`config.mk`:
```
export PLATFORM = sky130hd
export DESIGN_NAME = drive_state_executor_flat
export DESIGN_NICKNAME = d
export VERILOG_FILES = /design/src/rtl/drive_state_executor_pkg.sv /design/src/rtl/drive_state_executor_if.sv /design/src/rtl/drive_state_executor_blink_gen.sv /design/src/rtl/drive_state_executor.sv /design/src/flat_wrapper.sv
export SDC_FILE = /design/constraint.sdc
export NUM_CORES = 1
export LEC_CHECK = 0
export CAP_MARGIN = 30
export CORE_MARGIN = 3
export CORE_UTILIZATION = 30
export DETAILED_ROUTE_END_ITERATION = 10
export SETUP_SLACK_MARGIN = 0.02
export SLEW_MARGIN = 20
export SYNTH_ARGS = -nofsm -noshare
export SYNTH_HDL_FRONTEND = slang
export SYNTH_SLANG_ARGS = --single-unit
```
`constraint.sdc`:
```
create_clock -name clk -period 2.3 [get_ports clk]
set_clock_uncertainty 0.2 [all_clocks]
set_input_delay 0.23 -clock clk [delete_from_list [all_inputs] [get_ports clk]]
set_output_delay 0.23 -clock clk [all_outputs]
set_load 0.05 [all_outputs]
```
`src/rtl/drive_state_executor_pkg.sv`:
```
// Shared encodings for the driving-mode back end: car state, motion codes and
// motion-code helpers used by the executor and its testbench.
package drive_pkg;

    typedef enum logic [1:0] {
        NSTART = 2'b00,
        START  = 2'b01,
        MOVING = 2'b10,
        HOLD   = 2'b11
    } car_state_e;

    typedef enum logic [3:0] {
        NON_MOVING = 4'b0000,
        FWD        = 4'b0001,
        BACK       = 4'b0010,
        LEFT       = 4'b0100,
        RIGHT      = 4'b1000
    } motion_e;

    function automatic logic motion_legal(input logic [3:0] code);
        logic ok;
        case (code)
            4'b0000, 4'b0001, 4'b0010, 4'b0100, 4'b1000: ok = 1'b1;
            default:                                     ok = 1'b0;
        endcase
        return ok;
    endfunction

    // Forward-ish motions (FWD/LEFT/RIGHT) and BACK are opposite directions of travel.
    function automatic logic is_reversal(input logic [3:0] cur, input logic [3:0] req);
        logic cur_fwd;
        logic req_fwd;
        cur_fwd = (cur == 4'b0001) || (cur == 4'b0100) || (cur == 4'b1000);
        req_fwd = (req == 4'b0001) || (req == 4'b0100) || (req == 4'b1000);
        return (cur_fwd && (req == 4'b0010)) || ((cur == 4'b0010) && req_fwd);
    endfunction

endpackage

```
`src/rtl/drive_state_executor_if.sv`:
```
// Bundle between the active mode's next-state logic / car model and the executor.
// slave = executor side, master = mode logic and car side.
interface drive_state_executor_if;
    logic       pwr_on;
    logic       pwr_off;
    logic       mode_active;
    logic [1:0] next_state;
    logic [3:0] next_moving_st;
    logic       manual_power;
    logic       left_req;
    logic       right_req;
    logic       power;
    logic [1:0] state;
    logic [3:0] moving_state;
    logic       move_fwd;
    logic       move_back;
    logic       turn_left;
    logic       turn_right;
    logic       left_light;
    logic       right_light;
    logic       stall_evt;

    modport slave (
        input  pwr_on, pwr_off, mode_active, next_state, next_moving_st,
               manual_power, left_req, right_req,
        output power, state, moving_state, move_fwd, move_back, turn_left,
               turn_right, left_light, right_light, stall_evt
    );

    modport master (
        output pwr_on, pwr_off, mode_active, next_state, next_moving_st,
               manual_power, left_req, right_req,
        input  power, state, moving_state, move_fwd, move_back, turn_left,
               turn_right, left_light, right_light, stall_evt
    );
endinterface

```
`src/rtl/drive_state_executor_blink_gen.sv`:
```
// Turn-signal blink phase generator: counts 0..BLINK_HALF-1, toggles phase on wrap,
// and restarts in the on phase when the light request pattern changes.
module blink_gen #(
    parameter int BLINK_HALF = 50_000_000,
    parameter int CNT_W      = 26
) (
    input  logic clk,
    input  logic rst,
    input  logic restart,
    output logic phase
);
    localparam logic [CNT_W-1:0] LAST = CNT_W'(BLINK_HALF - 1);

    logic [CNT_W-1:0] cnt_r;
    logic             phase_r;

    // Blink counter and phase register.
    always_ff @(posedge clk) begin
        if (rst) begin
            cnt_r   <= {CNT_W{1'b0}};
            phase_r <= 1'b1;
        end else if (restart) begin
            cnt_r   <= {CNT_W{1'b0}};
            phase_r <= 1'b1;
        end else if (cnt_r == LAST) begin
            cnt_r   <= {CNT_W{1'b0}};
            phase_r <= ~phase_r;
        end else begin
            cnt_r   <= cnt_r + CNT_W'(1);
        end
    end

    assign phase = phase_r;
endmodule

```
`src/rtl/drive_state_executor.sv`:
```
// Registered back end of the driving-mode next-state interface: power, car state,
// motion with reversal guard, car command decode and turn LEDs (blink via TURN_BLINK_EN).
module drive_state_executor
    import drive_pkg::*;
#(
    parameter int BLINK_HALF = 50_000_000,
    parameter int CNT_W      = 26
) (
    input  logic                   clk,
    input  logic                   rst,
    drive_state_executor_if.slave  bus
);
    logic       power_r;
    logic       power_nxt_s;
    logic       stall_s;
    logic       stall_hit_s;
    logic       stall_hit_r;
    logic       stall_evt_r;
    logic       force_idle_s;
    car_state_e state_r;
    car_state_e state_nxt_s;
    motion_e    moving_r;
    motion_e    moving_nxt_s;
    logic       pend_vld_r;
    logic       pend_vld_nxt_s;
    motion_e    pend_r;
    motion_e    pend_nxt_s;
    logic [1:0] req_s;
    logic [1:0] req_r;
    logic [3:0] car_s;
    logic       phase_s;

    // Power priority: pwr_off, then stall demanded by the mode logic, then pwr_on.
    always_comb begin
        power_nxt_s = power_r;
        stall_s     = bus.mode_active & power_r & ~bus.manual_power;
        stall_hit_s = 1'b0;
        if (bus.pwr_off) begin
            power_nxt_s = 1'b0;
        end else if (stall_s) begin
            power_nxt_s = 1'b0;
            stall_hit_s = 1'b1;
        end else if (bus.pwr_on) begin
            power_nxt_s = 1'b1;
        end else begin
            power_nxt_s = power_r;
        end
    end

    // Idle whenever the car is off, is about to go off this edge, or the mode is inactive.
    assign force_idle_s = ~power_r | ~power_nxt_s | ~bus.mode_active;

    // Car state and motion next-state, including the one-cycle reversal pause.
    always_comb begin
        state_nxt_s    = NSTART;
        moving_nxt_s   = NON_MOVING;
        pend_vld_nxt_s = 1'b0;
        pend_nxt_s     = NON_MOVING;
        if (force_idle_s) begin
            state_nxt_s = NSTART;
        end else if (bus.next_state == 2'b11) begin
            state_nxt_s = state_r;
        end else begin
            state_nxt_s = car_state_e'(bus.next_state);
        end

        if (force_idle_s || (state_nxt_s != MOVING)) begin
            moving_nxt_s = NON_MOVING;
        end else if (pend_vld_r) begin
            // The target captured at the reversal is taken; the request is not re-read.
            moving_nxt_s = pend_r;
        end else if (!motion_legal(bus.next_moving_st)) begin
            moving_nxt_s = NON_MOVING;
        end else if (is_reversal(moving_r, bus.next_moving_st)) begin
            moving_nxt_s   = NON_MOVING;
            pend_vld_nxt_s = 1'b1;
            pend_nxt_s     = motion_e'(bus.next_moving_st);
        end else begin
            moving_nxt_s = motion_e'(bus.next_moving_st);
        end
    end

    assign req_s = {bus.left_req, bus.right_req};

    // State registers.
    always_ff @(posedge clk) begin
        if (rst) begin
            power_r     <= 1'b0;
            stall_hit_r <= 1'b0;
            stall_evt_r <= 1'b0;
            state_r     <= NSTART;
            moving_r    <= NON_MOVING;
            pend_vld_r  <= 1'b0;
            pend_r      <= NON_MOVING;
            req_r       <= 2'b00;
        end else begin
            power_r     <= power_nxt_s;
            stall_hit_r <= stall_hit_s;
            stall_evt_r <= stall_hit_r;
            state_r     <= state_nxt_s;
            moving_r    <= moving_nxt_s;
            pend_vld_r  <= pend_vld_nxt_s;
            pend_r      <= pend_nxt_s;
            req_r       <= req_s;
        end
    end

    // One-hot car command decode of the registered motion, silenced when off.
    always_comb begin
        car_s = 4'b0000;
        if (power_r) begin
            case (moving_r)
                FWD:     car_s = 4'b0001;
                BACK:    car_s = 4'b0010;
                LEFT:    car_s = 4'b0100;
                RIGHT:   car_s = 4'b1000;
                default: car_s = 4'b0000;
            endcase
        end else begin
            car_s = 4'b0000;
        end
    end

`ifdef TURN_BLINK_EN
    logic restart_s;
    assign restart_s = (req_s != req_r);

    blink_gen #(
        .BLINK_HALF (BLINK_HALF),
        .CNT_W      (CNT_W)
    ) u_blink_gen (
        .clk     (clk),
        .rst     (rst),
        .restart (restart_s),
        .phase   (phase_s)
    );
`else
    assign phase_s = 1'b1;
`endif

    assign bus.power        = power_r;
    assign bus.state        = state_r;
    assign bus.moving_state = moving_r;
    assign bus.stall_evt    = stall_evt_r;
    assign bus.move_fwd     = car_s[0];
    assign bus.move_back    = car_s[1];
    assign bus.turn_left    = car_s[2];
    assign bus.turn_right   = car_s[3];
    assign bus.left_light   = req_r[1] & power_r & phase_s;
    assign bus.right_light  = req_r[0] & power_r & phase_s;
endmodule
```
`src/flat_wrapper.sv`:
```
// flat-port wrapper written by rule: the top's interface ports become plain ports
module drive_state_executor_flat import drive_pkg::*;
#(
    parameter int BLINK_HALF = 50_000_000,
    parameter int CNT_W      = 26
)
  (clk, rst, bus_pwr_on, bus_pwr_off, bus_mode_active, bus_next_state, bus_next_moving_st, bus_manual_power, bus_left_req, bus_right_req, bus_power, bus_state, bus_moving_state, bus_move_fwd, bus_move_back, bus_turn_left, bus_turn_right, bus_left_light, bus_right_light, bus_stall_evt);
  drive_state_executor_if bus_i ();
  input  logic clk;
  input  logic rst;
  input wire logic [$bits(bus_i.pwr_on)-1:0] bus_pwr_on;
  input wire logic [$bits(bus_i.pwr_off)-1:0] bus_pwr_off;
  input wire logic [$bits(bus_i.mode_active)-1:0] bus_mode_active;
  input wire logic [$bits(bus_i.next_state)-1:0] bus_next_state;
  input wire logic [$bits(bus_i.next_moving_st)-1:0] bus_next_moving_st;
  input wire logic [$bits(bus_i.manual_power)-1:0] bus_manual_power;
  input wire logic [$bits(bus_i.left_req)-1:0] bus_left_req;
  input wire logic [$bits(bus_i.right_req)-1:0] bus_right_req;
  output wire logic [$bits(bus_i.power)-1:0] bus_power;
  output wire logic [$bits(bus_i.state)-1:0] bus_state;
  output wire logic [$bits(bus_i.moving_state)-1:0] bus_moving_state;
  output wire logic [$bits(bus_i.move_fwd)-1:0] bus_move_fwd;
  output wire logic [$bits(bus_i.move_back)-1:0] bus_move_back;
  output wire logic [$bits(bus_i.turn_left)-1:0] bus_turn_left;
  output wire logic [$bits(bus_i.turn_right)-1:0] bus_turn_right;
  output wire logic [$bits(bus_i.left_light)-1:0] bus_left_light;
  output wire logic [$bits(bus_i.right_light)-1:0] bus_right_light;
  output wire logic [$bits(bus_i.stall_evt)-1:0] bus_stall_evt;
  assign bus_i.pwr_on = bus_pwr_on;
  assign bus_i.pwr_off = bus_pwr_off;
  assign bus_i.mode_active = bus_mode_active;
  assign bus_i.next_state = bus_next_state;
  assign bus_i.next_moving_st = bus_next_moving_st;
  assign bus_i.manual_power = bus_manual_power;
  assign bus_i.left_req = bus_left_req;
  assign bus_i.right_req = bus_right_req;
  assign bus_power = bus_i.power;
  assign bus_state = bus_i.state;
  assign bus_moving_state = bus_i.moving_state;
  assign bus_move_fwd = bus_i.move_fwd;
  assign bus_move_back = bus_i.move_back;
  assign bus_turn_left = bus_i.turn_left;
  assign bus_turn_right = bus_i.turn_right;
  assign bus_left_light = bus_i.left_light;
  assign bus_right_light = bus_i.right_light;
  assign bus_stall_evt = bus_i.stall_evt;
  drive_state_executor #(.BLINK_HALF(BLINK_HALF), .CNT_W(CNT_W)) u_core (.clk(clk), .rst(rst), .bus(bus_i));
endmodule
```
== Word-level counts from Yosys, hierarchy flattened ==
Index checks and enable logic that the tools add are counted.
Operators by class
  equal/unequal tests: 10
  muxes and demuxes: 15
  bitwise operators: 12
  reductions and logical operators: 14
Operator list (count)
  $mux W4: 4
  $pmux W4 S4: 1
  $reduce_or A5 Y1: 2
  $eq A4 B1 Y1 const B: 2
  $eq A4 B2 Y1 const B: 2
  $eq A4 B3 Y1 const B: 2
  $eq A4 B4 Y1 const B: 2
  $mux W1: 8
  $logic_or A1 B1 Y1: 6
  $not A1 Y1: 6
  $and A1 B1 Y1: 4
  $logic_not A4 Y1: 1
  $mux W2: 2
  $reduce_or A2 Y1: 2
  $reduce_or A4 Y1: 1
  $eq A2 B2 Y1 const B: 1
  $logic_and A1 B1 Y1: 2
  $ne A2 B2 Y1 const B: 1
  $or A1 B1 Y1: 2
Word-level totals
  bits in registers: 16
  output and inout port bits: 14
  logic and storage cells: 59

== Depth between registers and ports, before layout ==
  word-level depth: 13
  depth in mapped cells: 4
  depth with buffers taken out: 4

== Worst setup path after synthesis ==
Ideal clock, no wire load.
  kind: register to output
  start: register u_core.power_r (netlist: u_core.bus.power)
  end: output port bus_turn_right
  data arrival time: 2537 ps
  required time: 1870 ps
  path slack: -667 ps
  cell stages (with the launch flop): 3
  buffers on the path: 0
  cell sequence: dfxtp_1 nand2_1 nor4b_1
Between the ends
  word-level cells in the longest chain between the ends: 1
Ends and longest elaborated chain
  start, declared: RTL line drive_state_executor.sv:13  | logic power_r;
  start signal, assigned: RTL line drive_state_executor.sv:97  | power_r <= power_nxt_s;
  $mux W4: RTL line drive_state_executor.sv:111  | if (power_r) begin
  end, declared: RTL line flat_wrapper.sv:25  | output wire logic [$bits(bus_i.turn_right)-1:0] bus_turn_right;
No other way between the ends.

== Final worst setup path ==
  start: register u_core.power_r (netlist: u_core.bus.power)
  end: output port bus_left_light
Between the ends
  word-level cells in the longest chain between the ends: 1
Ends and longest elaborated chain
  $and A1 B1 Y1: RTL line drive_state_executor.sv:149  | assign bus.left_light = req_r[1] & power_r & phase_s;
  end, declared: RTL line flat_wrapper.sv:26  | output wire logic [$bits(bus_i.left_light)-1:0] bus_left_light;
No other way between the ends.

==> results.py <==
metrics = {
    "run_status": {
        "status": "completed",
    },
    "die": {
        "boundaryPins": 28,
        "die_h_um": 54.5,
        "die_area_um2": 2980,
        "start_util": 0.336,
        "die_w_um": 54.5,
        "fp.coreArea_um2": 2100,
        "rows": 16,
    },
    "place": {
        "numPortBuffers": 27,
        "hpwl_um": 1150,
        "gp_congestion": 0.712,
        "post_dp_cell_area_um2": 1030,
        "dp_slack_ns": 0.219,
    },
    "synth": {
        "yosysMostFrequentCell": "dfxtp_1",
        "async_flop_share": 0,
        "synth_edf_count": 0,
        "ys_ff_latch": 16,
        "synth_cells": 70,
        "synth_cell_types": 31,
        "yosysTopAreaCell": "dfxtp_1",
        "yosysWarnings": 0,
        "synth_seq_area_share": 0.453,
        "yosys-top-cells-count": "dfxtp_1 (16), nand2_1 (5), inv_1 (4), nor2_1 (4)",
        "synth.top_cell.area_share": 0.453,
        "avgSynthCellArea_um2": 10.1,
        "yosys_most_used_dff": "dfxtp_1",
        "synthTopCellsByArea": "dfxtp_1 (45%), o2111ai_4 (3.7%), nor4b_1 (3.7%)",
        "syn-num-nets": 84,
        "synthesis.area_um2": 707,
    },
    "worst_hold_path": {
        "min_to": "u_core.bus.stall_evt",
        "hold_path_startpoint": "u_core.stall_hit_r",
        "hp-class": "reg2reg",
        "whs_path_depth": 1,
    },
    "critical_path": {
        "critPathMaxStageDelay_ns": 0.79,
        "end_kind": "output pin",
        "crit_fanout": 8,
        "r2r_end": "u_core.pend_r[0]",
        "r2r_slack_ns": 0.56,
        "worst_ep_arrival_time_ns": 1.69,
        "slowest_stage": "clkdlybuf4s50_1",
        "cp.required_ns": 1.87,
        "worstSetupPathType": "reg2out",
        "worstPathCellList": "and2_2, clkdlybuf4s50_1",
        "reg2reg_from": "u_core.bus.power",
        "rr_worst_depth": 4,
        "start_kind": "flop",
    },
    "timing": {
        "fin_ws_ns": 0.179,
        "finalCritPeriodShare": 0.922,
        "slew_viol_final": 0,
        "max_clock_freq_ghz": 0.472,
        "slew_headroom": 0.664,
        "tightest_slew_ns": 0.502,
        "rsz0062_at_grt": "no",
        "fin_crit_ns": 2.12,
        "setup_violations": 0,
        "finalHoldViolations": 0,
    },
    "global_route": {
        "overflow": 0,
        "grt_util_all_layers": 0.106,
        "grt_pass1_wl_um": 2300,
        "grt_pass1_vias": 570,
        "grt_max_degree": 10,
        "antenna_found_initial": 0,
    },
    "cts": {
        "cts_resized": 0,
        "cts_buffer_depth": 2,
        "cts_buffers": 3,
        "postCtsSetupBuffers": 0,
        "root_buffer": "clkbuf_4",
        "insertion_delay_ns": 0.27,
        "postCtsHoldBufs": 0,
        "clk_pin_slew_ns": 0.09,
        "cts_tree": "done",
        "htreeDepth": 1,
        "clock-sinks": 16,
    },
    "finish": {
        "fill_cells": 212,
        "stdcell_area_um2": 1060,
        "drive_gt1_frac": 0.200,
        "register_area_um2": 320,
        "area_growth_pct": 50.6,
        "antenna_cells": 0,
        "multi_input_area_um2": 387,
        "final_nets": 115,
    },
    "routing": {
        "drc_errors": 0,
        "drt_iter0_drc": 6,
        "wl_per_cell_um": 11.3,
        "drtPass1Iterations": 4,
        "postRouteAntennaNets": 0,
        "vias_per_cell": 4.77,
        "routed_wl_um": 1430,
        "via_count": 606,
    },
    "power": {
        "power_density_nw_per_um2": 483,
        "power_uw": 515,
        "ir_drop_mv": 0.242,
        "p_seq_frac": 0.547,
        "pwr-share-comb": 0.108,
        "p_sw_frac": 0.210,
        "p_int_uw": 407,
        "p_leak_uw": 0.000372,
        "power.switching_uw": 108,
        "clkPwrFrac": 0.344,
    },
    "job": {
        "max-cap-violations": 0,
    },
}
==> metrics by stage <==
stage / instances / setup TNS (ns) / hold WS, ns / utilization
after CTS: 127 / 0 / 0.245 / 0.507
final: 127 / 0 / 0.243 / 0.507
after floorplan: 70 / -0.0511 / 0.102 / -
after detailed placement: 123 / 0 / 0.222 / 0.489
after global placement: 123 / 0 / 0.231 / 0.489
after global routing: 127 / 0 / 0.273 / 0.507
==> sequential cells by signal, summed over array words and instances, names as in the netlist <==
name and flops:
u_core.bus.state 2, u_core.bus.stall_evt 1, u_core.bus.power 1, u_core.req_r 2, u_core.bus.moving_state 4, u_core.pend_vld_r 1
u_core.stall_hit_r 1, u_core.pend_r 4
==> cell families (layout without fill, tap and decap cells) <==
logic type | after synthesis | after routing | synth area share
AO/OA/AOI/OAI | 13 | 13 | 0.166
buffers and inverters | 5 | 35 | 0.0265
AND/OR/NAND/NOR | 34 | 34 | 0.329
XOR/XNOR | 2 | 2 | 0.0248
flip-flops | 16 | 16 | 0.453
==> worst max-delay path: cells and delay by family (launching register included) <==
kind | cells | cell delay, ns
flops | 1 | 0.45
simple gates | 1 | 0.18
buf+inv | 1 | 0.79
==> worst max-delay path by stage <==
stage	startpoint	slack (ns)	endpoint
floorplan	u_core.bus.power	-0.04	bus_turn_right
global placement	rst	0.24	u_core.pend_r[3]
detailed placement	rst	0.22	u_core.pend_r[3]
CTS	u_core.bus.power	0.14	bus_left_light
global route	u_core.bus.power	0.08	bus_left_light
finish	u_core.bus.power	0.18	bus_left_light
==> layout make-up <==
class	count	area share
inverter	4	0.0141
clock buffer	4	0.0341
multi-input combinational	49	0.363
tap	27	0.0317
timing repair buffer	27	0.256
sequential	16	0.301
==> placed cells by master, fill, tap and decap left out, types with 3 or more instances in the layout <==
cell / n
nand2_1: 5
clkdlybuf4s50_1: 23
buf_4: 3
and2b_1: 3
dfxtp_1: 16
inv_1: 4
nor2_1: 4
nor4b_2: 4
clkbuf_4: 3
nor3_1: 3
==> per-layer routing <==
layer | global-route usage | vias up | part of all wire
met3 | 0.0381 | 0 | 0.11
met1 | 0.129 | 268 | 0.48
li1 | - | 315 | -
met5 | 0 | - | 0
met2 | 0.171 | 23 | 0.41
met4 | 0.0373 | 0 | 0
==> power by group through the flow <==
stage	registers [uW]	logic, uW	clock network, uW
after detailed placement	288	55.6	0
after global placement	288	55.3	0
after floorplan	291	17.8	0
final	282	55.7	177
after global routing	282	60.3	199
after CTS	282	56.0	184
No activity file was read; power rests on OpenSTA's default activity.
